**src/rtl/hazard_scoreboard_unit_pkg.sv**
```systemverilog
// Shared types and constants for the ID-stage hazard/scoreboard unit.
package hazard_scoreboard_unit_pkg;

   localparam int XLEN_D = 32;
   localparam int AW_D   = 5;
   localparam int NREG_D = 32;

   typedef enum logic [1:0] {
      FWD_RF  = 2'd0,
      FWD_EX  = 2'd1,
      FWD_MEM = 2'd2,
      FWD_WB  = 2'd3
   } fwd_sel_e;

   localparam logic [1:0] ALUB_RS2 = 2'd0;

   // Stores and branches read rs2 even though ALU-B takes the immediate.
   function automatic logic uses_rs2(
      input logic [1:0] alub_sel,
      input logic       is_store,
      input logic       is_branch
   );
      return (alub_sel == ALUB_RS2) || is_store || is_branch;
   endfunction

endpackage

```
**src/rtl/hazard_scoreboard_unit_sb_regs.sv**
```systemverilog
// Busy bits for long-latency destinations; x0 never busy, set beats clear.
module hazard_sb_regs
   import hazard_scoreboard_unit_pkg::*;
#(
   parameter int NREG = NREG_D,
   parameter int AW   = AW_D
) (
   input  logic            clk,
   input  logic            rst,
   input  logic            set_en,
   input  logic [AW-1:0]   set_idx,
   input  logic            clr_en,
   input  logic [AW-1:0]   clr_idx,
   output logic [NREG-1:0] busy
);

   logic [NREG-1:1] busy_q;

   always_ff @(posedge clk or posedge rst) begin
      if (rst) begin
         busy_q <= '0;
      end else begin
         for (int i = 1; i < NREG; i++) begin
            if (set_en && set_idx == AW'(i))
               busy_q[i] <= 1'b1;
            else if (clr_en && clr_idx == AW'(i))
               busy_q[i] <= 1'b0;
         end
      end
   end

   assign busy = {busy_q, 1'b0};

endmodule

```
**src/rtl/hazard_scoreboard_unit.sv**
```systemverilog
// ID-stage forwarding, load-use and long-op scoreboard hazards,
// with saturating stall/flush counters.
module hazard_scoreboard_unit
   import hazard_scoreboard_unit_pkg::*;
#(
   parameter int XLEN     = XLEN_D,
   parameter int NREG     = NREG_D,
   parameter int AW       = AW_D,
   parameter int LOAD_LAT = 1,
   parameter int PERF_W   = 16
) (
   input  logic              clk,
   input  logic              rst_n,
   input  logic              id_valid,
   input  logic [AW-1:0]     id_rs1,
   input  logic [AW-1:0]     id_rs2,
   input  logic [AW-1:0]     id_rd,
   input  logic              id_use_rs1,
   input  logic              id_use_rs2,
   input  logic [XLEN-1:0]   id_rd1,
   input  logic [XLEN-1:0]   id_rd2,
   input  logic              id_lo_issue,
   input  logic              ex_we,
   input  logic              mem_we,
   input  logic              wb_we,
   input  logic [AW-1:0]     ex_wr,
   input  logic [AW-1:0]     mem_wr,
   input  logic [AW-1:0]     wb_wr,
   input  logic [XLEN-1:0]   ex_wd,
   input  logic [XLEN-1:0]   mem_wd,
   input  logic [XLEN-1:0]   wb_wd,
   input  logic              ex_is_load,
   input  logic              mem_is_load,
   input  logic              lo_done,
   input  logic [AW-1:0]     lo_wr,
   input  logic              branch_taken,
   output logic [XLEN-1:0]   final_rd1,
   output logic [XLEN-1:0]   final_rd2,
   output logic              pipeline_stop,
   output logic              if_id_flush,
   output logic              id_ex_flush,
   output logic              lo_busy_any,
   output logic [PERF_W-1:0] stall_cnt,
   output logic [PERF_W-1:0] flush_cnt
);

   localparam logic LL2 = (LOAD_LAT >= 2);

   function automatic logic hit(
      input logic          we,
      input logic [AW-1:0] wr,
      input logic [AW-1:0] rs,
      input logic          use_rs
   );
      return we && (wr == rs) && (wr != '0) && use_rs;
   endfunction

   logic hit_ex1, hit_mem1, hit_wb1;
   logic hit_ex2, hit_mem2, hit_wb2;
   logic load_use, sb_hazard, stall, sb_set;
   logic [NREG-1:0] busy;
   fwd_sel_e sel1, sel2;

   assign hit_ex1  = hit(ex_we,  ex_wr,  id_rs1, id_use_rs1);
   assign hit_mem1 = hit(mem_we, mem_wr, id_rs1, id_use_rs1);
   assign hit_wb1  = hit(wb_we,  wb_wr,  id_rs1, id_use_rs1);
   assign hit_ex2  = hit(ex_we,  ex_wr,  id_rs2, id_use_rs2);
   assign hit_mem2 = hit(mem_we, mem_wr, id_rs2, id_use_rs2);
   assign hit_wb2  = hit(wb_we,  wb_wr,  id_rs2, id_use_rs2);

   assign load_use =
      (ex_is_load && (hit_ex1 || hit_ex2)) ||
      (LL2 && mem_is_load && (hit_mem1 || hit_mem2));

   // A hazarding load is skipped by the mux; the stall covers it.
   function automatic fwd_sel_e pick(
      input logic e,
      input logic m,
      input logic w
   );
      fwd_sel_e s;
      s = FWD_RF;
      priority case (1'b1)
         e && !ex_is_load:           s = FWD_EX;
         m && !(LL2 && mem_is_load): s = FWD_MEM;
         w:                          s = FWD_WB;
         default:                    s = FWD_RF;
      endcase
      return s;
   endfunction

   function automatic logic [XLEN-1:0] fwd_mux(
      input fwd_sel_e        s,
      input logic [XLEN-1:0] rf
   );
      logic [XLEN-1:0] v;
      v = rf;
      unique case (s)
         FWD_EX:  v = ex_wd;
         FWD_MEM: v = mem_wd;
         FWD_WB:  v = wb_wd;
         default: v = rf;
      endcase
      return v;
   endfunction

   assign sel1 = pick(hit_ex1, hit_mem1, hit_wb1);
   assign sel2 = pick(hit_ex2, hit_mem2, hit_wb2);
   assign final_rd1 = fwd_mux(sel1, id_rd1);
   assign final_rd2 = fwd_mux(sel2, id_rd2);

   assign sb_hazard = id_valid && (
      (id_use_rs1 && busy[id_rs1]) ||
      (id_use_rs2 && busy[id_rs2]) ||
      (id_lo_issue && busy[id_rd]));

   assign stall = id_valid && (load_use || sb_hazard);
   assign pipeline_stop = stall;
   assign if_id_flush = branch_taken && !stall;
   assign id_ex_flush = stall || if_id_flush;

   assign sb_set = id_valid && id_lo_issue && !stall && (id_rd != '0);
   assign lo_busy_any = |busy;

   hazard_sb_regs #(
      .NREG(NREG),
      .AW  (AW)
   ) u_sb (
      .clk    (clk),
      .rst    (rst_n),
      .set_en (sb_set),
      .set_idx(id_rd),
      .clr_en (lo_done),
      .clr_idx(lo_wr),
      .busy   (busy)
   );

   always_ff @(posedge clk or posedge rst_n) begin
      if (rst_n) begin
         stall_cnt <= '0;
         flush_cnt <= '0;
      end else begin
         if (stall && stall_cnt != '1)
            stall_cnt <= stall_cnt + 1'b1;
         if (if_id_flush && flush_cnt != '1)
            flush_cnt <= flush_cnt + 1'b1;
      end
   end

endmodule

```
**config.mk**
```make
export PLATFORM = sky130hd
export DESIGN_NAME = hazard_scoreboard_unit
export DESIGN_NICKNAME = d
export VERILOG_FILES = /design/src/rtl/hazard_scoreboard_unit_pkg.sv /design/src/rtl/hazard_scoreboard_unit_sb_regs.sv /design/src/rtl/hazard_scoreboard_unit.sv
export SDC_FILE = /design/constraint.sdc
export NUM_CORES = 1
export LEC_CHECK = 0
export BUFFER_PORTS_ARGS = -buffer_cell sky130_fd_sc_hd__buf_4
export CORE_UTILIZATION = 40
export DETAILED_ROUTE_END_ITERATION = 10
export PLACE_DENSITY = 0.72
export SLEW_MARGIN = 20
export SYNTH_ARGS = -nofsm -noshare
export SYNTH_HDL_FRONTEND = slang
export SYNTH_SLANG_ARGS = --single-unit
export TNS_END_PERCENT = 50
```
**constraint.sdc**
```tcl
create_clock -name clk -period 4.3 [get_ports clk]
set_clock_uncertainty 0.2 [all_clocks]
set_input_delay 1.075 -clock clk [delete_from_list [all_inputs] [get_ports clk]]
set_output_delay 1.075 -clock clk [all_outputs]
set_load 0.03 [all_outputs]
```
==> flow_summary.toml, run 1 <==
[synthesis]
synth_nets = 955
ys_warn_count = 0
ys_async_sr_fraction_pct = 100
yosysUniqueCellTypes = 56
synth_area_leaders = "dfrtp_1 (26%), o21ai_0 (8.0%), o22ai_1 (7.4%), mux4_2 (6.8%), nand2_1 (6.0%)"
yosys_register_bits = 63
synth_seq_area_share_pct = 26.3
synth_area_sq_mm = 0.00600
avgSynthCellArea_sq_um = 8.05
synth_top_cell_by_area = "dfrtp_1"
ys.flop_type = "dfrtp_1"
synthCells = 745
yosysTopAreaCellShare_pct = 26.3
synth_edf_count = 0

[floorplan]
core-area_sq_mm = 0.0146
ioPinCount = 308
fp.dieW_microns = 124
start_util_pct = 41.1
die_h_microns = 124
rows = 44
dieArea_sq_mm = 0.0155

[finish]
layout-drive-gt1-share_pct = 50.6
fin_area_sq_mm = 0.0103
fin_nets = 1303
syn2layout_area_growth_pct = 72.2

[clock_tree]
cts_buffers = 9
clock_path_buffers = 2
clkLatencyLatePin_ns = 0.32
h-tree-depth = 3
clkTransAtPathRegs_ns = 0.05
cts_root_buf = "clkbuf_16"
cts.sinks = 63
cts_tree = "done"

[sta]
worst_slew_pin_slew_ns = 0.975
layout_setup_ws_ns = -0.0928
slew_violations = 0
min_period_over_period_pct = 102
setup_viol = 32
rsz0062_at_grt = "true"
relSlewSlack_pct = 35.0
max_freq_mhz = 228
hold_viol_final = 0
fin_crit_ns = 4.39

[worst_setup_path]
crit_slowest_cell = "nor4_2"
crit_family = "simple AND/OR/NAND/NOR gates"
r2r_start = "u_sb.busy_q[11]"
critical_path_arrival_ns = 3.12
critical_path_class = "input port to primary output"
end_kind = "primary output"
crit_required_ns = 3.02
worstPathMaxFanout = 17
worstSetupStartpointType = "input port"
critPathBufInv = 4
crit_chain = "buf_6 -> buf_6 -> xor2_2 -> nor4_2 -> nand4_1 -> nand2b_1 -> buf_4 -> o22ai_1 -> a21oi_2 -> buf_4"
startpoint = "mem_wr[0]"
slowest_delay_ns = 0.33

[detailed_routing]
vias = 7864
drc_errors = 0
postRouteAntennaNets = 0
drt_iter0_drc = 756
wl_per_cell_microns = 21.7
via_per_inst = 6.11
wl_microns = 28000
drtPass1Iterations = 5

[run]
drv_cap = 0

[outcome]
violations = "negative setup slack"
outcome = "finished, violations left"

[placement]
dp_slack_ns = -0.143
portBuffers = 306
detailed_place.area_sq_mm = 0.00913
dpl.hpwl_microns = 20300
gp_congestion = 0.965

[power_and_ir_drop]
netSwitchingPower_uw = 1020
p_clk_share_pct = 25.1
power.leakage_uw = 0.00482
peakVddDrop_mv = 0.524
p_comb_share_pct = 43.7
seqPwrFrac_pct = 31.2
p_sw_share_pct = 38.0
powerDensity_mw_per_mm2 = 259
intPower_uw = 1660

[grt]
grt_use_total_pct = 32.6
grt_max_degree = 57
antenna_found_initial = 6
grt_overflow = 0
grt_pass1_wl_microns = 40300
grt_pass1_vias = 7154

[hold_path]
hold_class = "register to register"
hp-start = "flush_cnt[12]"
-- registers in the layout, summed over array words and instances (netlist names) --
name	count
stall_cnt	16
u_sb.busy_q	31
flush_cnt	16
-- cells in the mapped netlist (18+ instances only) --
cell type	count
nand2_1	96
mux2i_1	20
xor2_1	35
clkbuf_1	47
nand3_1	39
xnor2_1	24
o21ai_0	96
mux4_2	18
o41ai_1	24
nand4_1	20
a21oi_1	40
dfrtp_1	63
o22ai_1	71
-- what timing repair did --
item | in CTS | in global routing
hold buffers | 0 | 0
pin swaps | 4 | 39
gates resized for setup | 31 | 128
setup endpoints to repair | 48 | 67
buffers inserted | 4 | 22
gates cloned | 0 | 3
-- placed cells by master (no fill, tap or decap), types with 9 or more instances in the layout --
cell type,instances
buf_4,332
o22ai_4,10
mux4_2,20
nor4_1,9
buf_12,16
xor2_1,34
a21oi_1,10
o21ai_2,26
o41ai_1,24
buf_6,44
or4_1,9
mux2i_1,20
a21oi_2,26
xnor2_1,23
nand3_1,35
clkbuf_16,12
dfrtp_1,63
and3_1,11
nor2_1,10
o21ai_1,21
o21ai_0,49
o22ai_2,16
o22ai_1,45
nand4_1,20
nand2_1,95
-- cells by family (layout without fill, tap and decap cells) --
kind of cell / after synthesis / after routing / share of synthesized area [%]
DFF: 63 / 63 / 26.3
muxes: 49 / 49 / 12.7
adders and majority gates: 2 / 2 / 0.417
and+or+nand+nor: 254 / 254 / 22.6
other: 0 / 5 / 0
buffers and inverters: 68 / 421 / 4.65
xor gates and xnor gates: 59 / 59 / 8.61
AOI/OAI and AO/OA: 250 / 250 / 24.8
-- layout make-up --
type / count / area [sq um]
diodes: 5 / 12.5
clock buffers: 14 / 264
clock inverters: 2 / 15.0
fillers: 1144 / 4260
inverters: 7 / 27.5
multi-input cells: 614 / 4780
flip-flops and latches: 63 / 1580
well taps: 184 / 230
repair buffers: 398 / 3430
-- worst register-to-register path, stage by stage, from the launching register on --
cell and delay [ns]:
dfrtp_1 0.44, mux4_2 0.51, or4b_4 0.51, o311ai_4 0.11, a311oi_2 0.08, buf_4 0.15, buf_4 0.12, a41o_1 0.53
o41ai_1 0.52
-- power groups by stage --
| stage | clock [uW] | sequential, uW | combinational [uW] |
|---|---|---|---|
| floorplan | 0 | 893 | 545 |
| global placement | 0 | 833 | 1070 |
| detailed placement | 0 | 836 | 1090 |
| CTS | 678 | 830 | 1110 |
| global route | 710 | 850 | 1250 |
| finish | 672 | 836 | 1170 |
-- final timing paths --
path,to,slack (ns),depth (start not counted)
max reg2reg,u_sb.busy_q[19],1.00,8
min,flush_cnt[12],0.30,1
max in group asynchronous,u_sb.busy_q[11],2.48,3
min in group asynchronous,stall_cnt[8],0.69,2
min reg2reg,flush_cnt[12],0.30,1
max,final_rd2[15],-0.09,10
-- stage by stage --
step | TNS [ns] | utilization [%] | total power (uW) | hold slack [ns] | cells
final | -1.24 | 70.8 | 2680 | 0.298 | 1287
after global routing | -3.94 | 70.8 | 2810 | 0.324 | 1284
after CTS | -0.357 | 65.5 | 2610 | 0.296 | 1259
after detailed placement | -1.72 | 62.6 | 1920 | 0.284 | 1239
after global placement | -1.09 | 62.6 | 1900 | 0.283 | 1239
after floorplan | -1.83 | - | 1440 | 0.309 | 745
-- per-layer routing --
layer  GRT usage (%)  wire [microns]  up-vias  part of all wire (%)
li1                -               -     3569                     -
met1            44.1           11100     3759                    40
met3            9.45            3080       66                    11
met5               0              33        -                  0.12
met4            8.72             802        4                   2.9
met2            50.9           13000      466                    46
No activity file was read; power rests on OpenSTA's default activity.
==> inputs of run 2 (changes only) <==
--- a/config.mk
+++ b/config.mk
@@ -9,6 +9,7 @@
 export CORE_UTILIZATION = 40
 export DETAILED_ROUTE_END_ITERATION = 10
 export PLACE_DENSITY = 0.72
+export REMOVE_ABC_BUFFERS = 1
 export SLEW_MARGIN = 20
 export SYNTH_ARGS = -nofsm -noshare
 export SYNTH_HDL_FRONTEND = slang
==> flow_summary.toml, run 2 (same netlist as run 1, synthesis figures left out) <==
[sta]
hold_viol_final = 0
setup_tns_ns = -0.390
setup_viol = 4
rsz0062_at_grt = "true"
max_freq_mhz = 226
slew_violations = 0
fin_crit_ns = 4.42
layout_setup_ws_ns = -0.117
min_period_over_period_pct = 103
relSlewSlack_pct = 55.6
whs_ns = 0.291
worst_slew_pin_slew_ns = 0.665

[finish]
final_common_cell = "buf_4"
layout-drive-gt1-share_pct = 43.4
antennaDiodeCount = 0
top_register = "u_sb.busy_q"
largest_reg_flops = 31
layout_common_cells = "buf_4 (348), nand2_1 (88), o22ai_1 (70), o21ai_0 (65), dfrtp_1 (63)"
fin_nets = 1284
top_regs = "u_sb.busy_q (31), flush_cnt (16), stall_cnt (16)"
syn2layout_area_growth_pct = 59.3

[floorplan]
rows = 44
fp.dieW_microns = 124
start_util_pct = 41.1
core-area_sq_mm = 0.0146
die_h_microns = 124
ioPinCount = 308
dieArea_sq_mm = 0.0155

[hold_path]
hold_class = "register to register"

[clock_tree]
clkLatencyLatePin_ns = 0.33
clkTransAtPathRegs_ns = 0.05
cts.sinks = 63
ctsHoldBuffers = 0
h-tree-depth = 3
cts_root_buf = "clkbuf_16"
clock_path_buffers = 2
cts_buffers = 9
cts_tree = "done"

[placement]
portBuffers = 306
dpl.hpwl_microns = 20600
gp_congestion = 0.995

[detailed_routing]
drc_errors = 0
wl_microns = 26800
via_per_inst = 6.09
wl_per_cell_microns = 21.3
vias = 7689
drtPass1Iterations = 6
postRouteAntennaNets = 0
drt_iter0_drc = 821

[grt]
grt_max_degree = 36
grt_overflow = 0
grt_use_total_pct = 32.5
grt_pass1_wl_microns = 39500
antenna_found_initial = 1
grt_pass1_vias = 7194

[worst_setup_path]
crit_chain = "buf_6 -> mux4_2 -> or4b_4 -> o311ai_4 -> a311oi_2 -> o2bb2ai_1 -> a21o_1 -> buf_6 -> buf_4 -> buf_6"
slowest_delay_ns = 0.57
cpMostUsedCell = "buf_6"
crit_slowest_cell = "or4b_4"
critPathBufInv = 4
worstPathMaxFanout = 3
critical_path_arrival_ns = 3.14
critical_path_class = "input port to primary output"
worstSetupStartpointType = "input port"
end_kind = "primary output"
crit_required_ns = 3.02
crit_family = "simple AND/OR/NAND/NOR gates"

[outcome]
outcome = "finished, violations left"
violations = "negative setup slack"

[power_and_ir_drop]
power.leakage_uw = 0.00458
powerDensity_mw_per_mm2 = 276
peakVddDrop_mv = 0.369

[run]
drv_cap = 0
run 2: changes by cell type in the layout (fill, tap and decap cells not counted), moves of 5 or more:
cell / change
o21ai_0: +16
diode_2: -5
nand2_1: -7
o22ai_1: +25
buf_12: -7
o22ai_2: -15
buf_4: +16
nand2_2: +7
a21oi_1: +29
a21oi_2: -25
o22ai_4: -10
o21ai_2: -18
buf_6: -30
run 2: what timing repair did:
| action | in CTS | in global routing |
|---|---|---|
| cloned | 0 | 6 |
| setup endpoints to repair | 9 | 34 |
| resized for setup | 19 | 79 |
| buffers inserted | 0 | 12 |
| pin swaps | 4 | 25 |
| endpoints found under the hold margin | 0 | 0 |
run 2: path summary, 6_finish.rpt:
kind / from / end / slack (ns) / cells after the start
max in group asynchronous: rst_n / flush_cnt[4] / 2.41 / 3
min reg2reg: stall_cnt[12] / stall_cnt[12] / 0.29 / 1
min: stall_cnt[12] / stall_cnt[12] / 0.29 / 1
max: id_rd[0] / pipeline_stop / -0.12 / 10
max reg2reg: u_sb.busy_q[10] / flush_cnt[1] / 0.85 / 11
min in group asynchronous: rst_n / u_sb.busy_q[22] / 0.64 / 2
run 2: layout make-up:
cell class	instances	area, sq um
multi-input combinational	614	4320
fill	1264	5030
sequential	63	1580
inverter	7	26.3
timing repair buffer	379	3120
clock buffer	11	233
clock inverter	4	47.5
tap	184	230
run 2: routing by layer:
metal | track usage [%] | routed length, microns | share of wire (%) | vias up
li1 | - | - | - | 3518
met1 | 39.3 | 10000 | 37 | 3606
met2 | 56.4 | 13300 | 50 | 477
met3 | 5.80 | 2280 | 8.5 | 86
met4 | 14.1 | 1210 | 4.5 | 2
met5 | 0 | 13 | 0.048 | -
run 2: stage by stage:
step / std cells / utilization [%] / setup slack (ns) / power [uW] / area, sq um
3_5_place_dp: 1231 / 60.4 / -0.206 / 1900 / 8810
5_1_grt: 1262 / 65.5 / -0.162 / 2760 / 9560
3_3_place_gp: 1231 / 60.4 / -0.192 / 1880 / 8810
6_report: 1262 / 65.5 / -0.117 / 2640 / 9560
4_1_cts: 1246 / 62.7 / -0.115 / 2610 / 9150
2_1_floorplan: 684 / - / -1.54 / 1380 / 5750
run 2: power breakdown:
part           switching (uW)  total, uW  leakage, uW  internal (uW)
clock network             249        691     0.000135            443
registers                 140        833     0.000841            693
logic                     590       1110      0.00360            521
==> inputs of run 3 (changes only) <==
--- a/config.mk
+++ b/config.mk
@@ -6,9 +6,9 @@
 export NUM_CORES = 1
 export LEC_CHECK = 0
 export BUFFER_PORTS_ARGS = -buffer_cell sky130_fd_sc_hd__buf_4
-export CORE_UTILIZATION = 40
+export CORE_UTILIZATION = 28
 export DETAILED_ROUTE_END_ITERATION = 10
-export PLACE_DENSITY = 0.72
+export PLACE_DENSITY = 0.53
 export REMOVE_ABC_BUFFERS = 1
 export SLEW_MARGIN = 20
 export SYNTH_ARGS = -nofsm -noshare
==> flow_summary.toml, run 3 (same netlist as run 1, synthesis figures left out) <==
[grt]
antenna_found_initial = 1
grt_pass1_vias = 7177
grt_pass1_wl_microns = 42500
grt_max_degree = 42
grt_overflow = 0
grt_use_total_pct = 25.2

[placement]
portBuffers = 306
dp_slack_ns = -0.191
dpl.hpwl_microns = 22600
gp_congestion = 0.933
dp_cells = 1314

[sta]
setup_viol = 2
whs_ns = 0.287
setup_tns_ns = -0.0786
fin_crit_ns = 4.34
max_freq_mhz = 230
slew_violations = 0
layout_setup_ws_ns = -0.0398
relSlewSlack_pct = 61.4
rsz0062_at_grt = "true"
worst_slew_pin_slew_ns = 0.579
min_period_over_period_pct = 101
hold_viol_final = 0

[power_and_ir_drop]
p_clk_share_pct = 27.1
netSwitchingPower_uw = 987
peakVddDrop_mv = 0.323
seqPwrFrac_pct = 31.8
p_comb_share_pct = 41.1
intPower_uw = 1660
power.leakage_uw = 0.00449
powerDensity_mw_per_mm2 = 279
p_sw_share_pct = 37.3

[floorplan]
die_h_microns = 148
ioPinCount = 308
rows = 53
fp.dieW_microns = 148
start_util_pct = 28.5
core-area_sq_mm = 0.0210
dieArea_sq_mm = 0.0220

[clock_tree]
clock_path_buffers = 2
clkLatencyLatePin_ns = 0.33
ctsHoldBuffers = 0
h-tree-depth = 3
cts_buffers = 9
cts.sinks = 63
cts_root_buf = "clkbuf_16"
clkTransAtPathRegs_ns = 0.05
cts_tree = "done"

[detailed_routing]
drt_iter0_drc = 436
via_per_inst = 5.55
wl_microns = 28900
vias = 7443
drtPass1Iterations = 5
wl_per_cell_microns = 21.6
postRouteAntennaNets = 0
drc_errors = 0

[worst_setup_path]
crit_chain = "buf_12 -> mux4_2 -> mux4_2 -> nor2_2 -> a311oi_2 -> o2bb2ai_1 -> a21o_1 -> buf_6 -> nor2b_1 -> buf_4"
crit_family = "multiplexers"
critical_path_class = "input port to primary output"
slowest_delay_ns = 0.50
worstSetupStartpointType = "input port"
crit_required_ns = 3.02
crit_slowest_cell = "mux4_2"
end_kind = "primary output"
cpMostUsedCell = "mux4_2"
worstPathMaxFanout = 5
critPathBufInv = 3
critical_path_arrival_ns = 3.06

[finish]
top_regs = "u_sb.busy_q (31), flush_cnt (16), stall_cnt (16)"
stdcell_count = 1340
fin_nets = 1269
syn2layout_area_growth_pct = 58.5
layout_common_cells = "buf_4 (339), nand2_1 (96), o21ai_0 (81), dfrtp_1 (63), o22ai_1 (60)"
utilization_pct = 45.2
layout-drive-gt1-share_pct = 41.8
final-seq-area_sq_mm = 0.00158
final_common_cell = "buf_4"
fillers = 2193
largest_reg_flops = 31
top_register = "u_sb.busy_q"
multi_input_area_sq_mm = 0.00430

[outcome]
violations = "negative setup slack"
outcome = "finished, violations left"

[run]
drv_cap = 0

[hold_path]
hold_class = "register to register"
-- run 3: power by group through the flow --
stage	Combinational (uW)	Sequential (uW)	Clock, uW
2_1_floorplan	490	893	0
3_3_place_gp	1060	847	0
3_5_place_dp	1070	844	0
4_1_cts	1080	838	731
5_1_grt	1170	857	760
6_report	1090	841	717
-- run 3: metrics by stage --
| step | total power, uW | cell area, sq um |
|---|---|---|
| after detailed placement | 1910 | 8890 |
| after global routing | 2790 | 9510 |
| final | 2650 | 9510 |
| after global placement | 1910 | 8890 |
| after floorplan | 1380 | 5750 |
| after CTS | 2640 | 9240 |
-- run 3: final timing paths --
check,startpoint,slack (ns),cells past startpoint,to
worst max-delay path,id_rd[1],-0.04,10,if_id_flush
max in group asynchronous,rst_n,2.40,3,u_sb.busy_q[6]
worst min-delay path,stall_cnt[10],0.29,1,stall_cnt[10]
min in group asynchronous,rst_n,0.57,2,stall_cnt[9]
worst min register to register,stall_cnt[10],0.29,1,stall_cnt[10]
worst max register to register,u_sb.busy_q[11],1.03,10,flush_cnt[1]
-- run 3: routing by layer --
metal	share of wire [%]	GRT usage (%)
met1	40	29.8
met2	51	45.2
met3	6.5	4.94
met4	3.0	8.92
met5	0	0
-- run 3: repair_timing --
action / CTS / global route
gates resized for setup: 20 / 43
buffers inserted: 0 / 6
gates cloned: 0 / 3
endpoints found under the setup margin: 18 / 56
pin swaps: 4 / 12
-- run 3: final cells by class --
| type | instances | area share (%) |
|---|---|---|
| antenna | 1 | 0.0263 |
| clock buffer | 12 | 2.59 |
| clock inverter | 4 | 0.474 |
| inverter | 7 | 0.276 |
| multi-input combinational | 614 | 45.2 |
| sequential | 63 | 16.6 |
| tap | 275 | 3.62 |
| timing repair buffer | 364 | 31.2 |
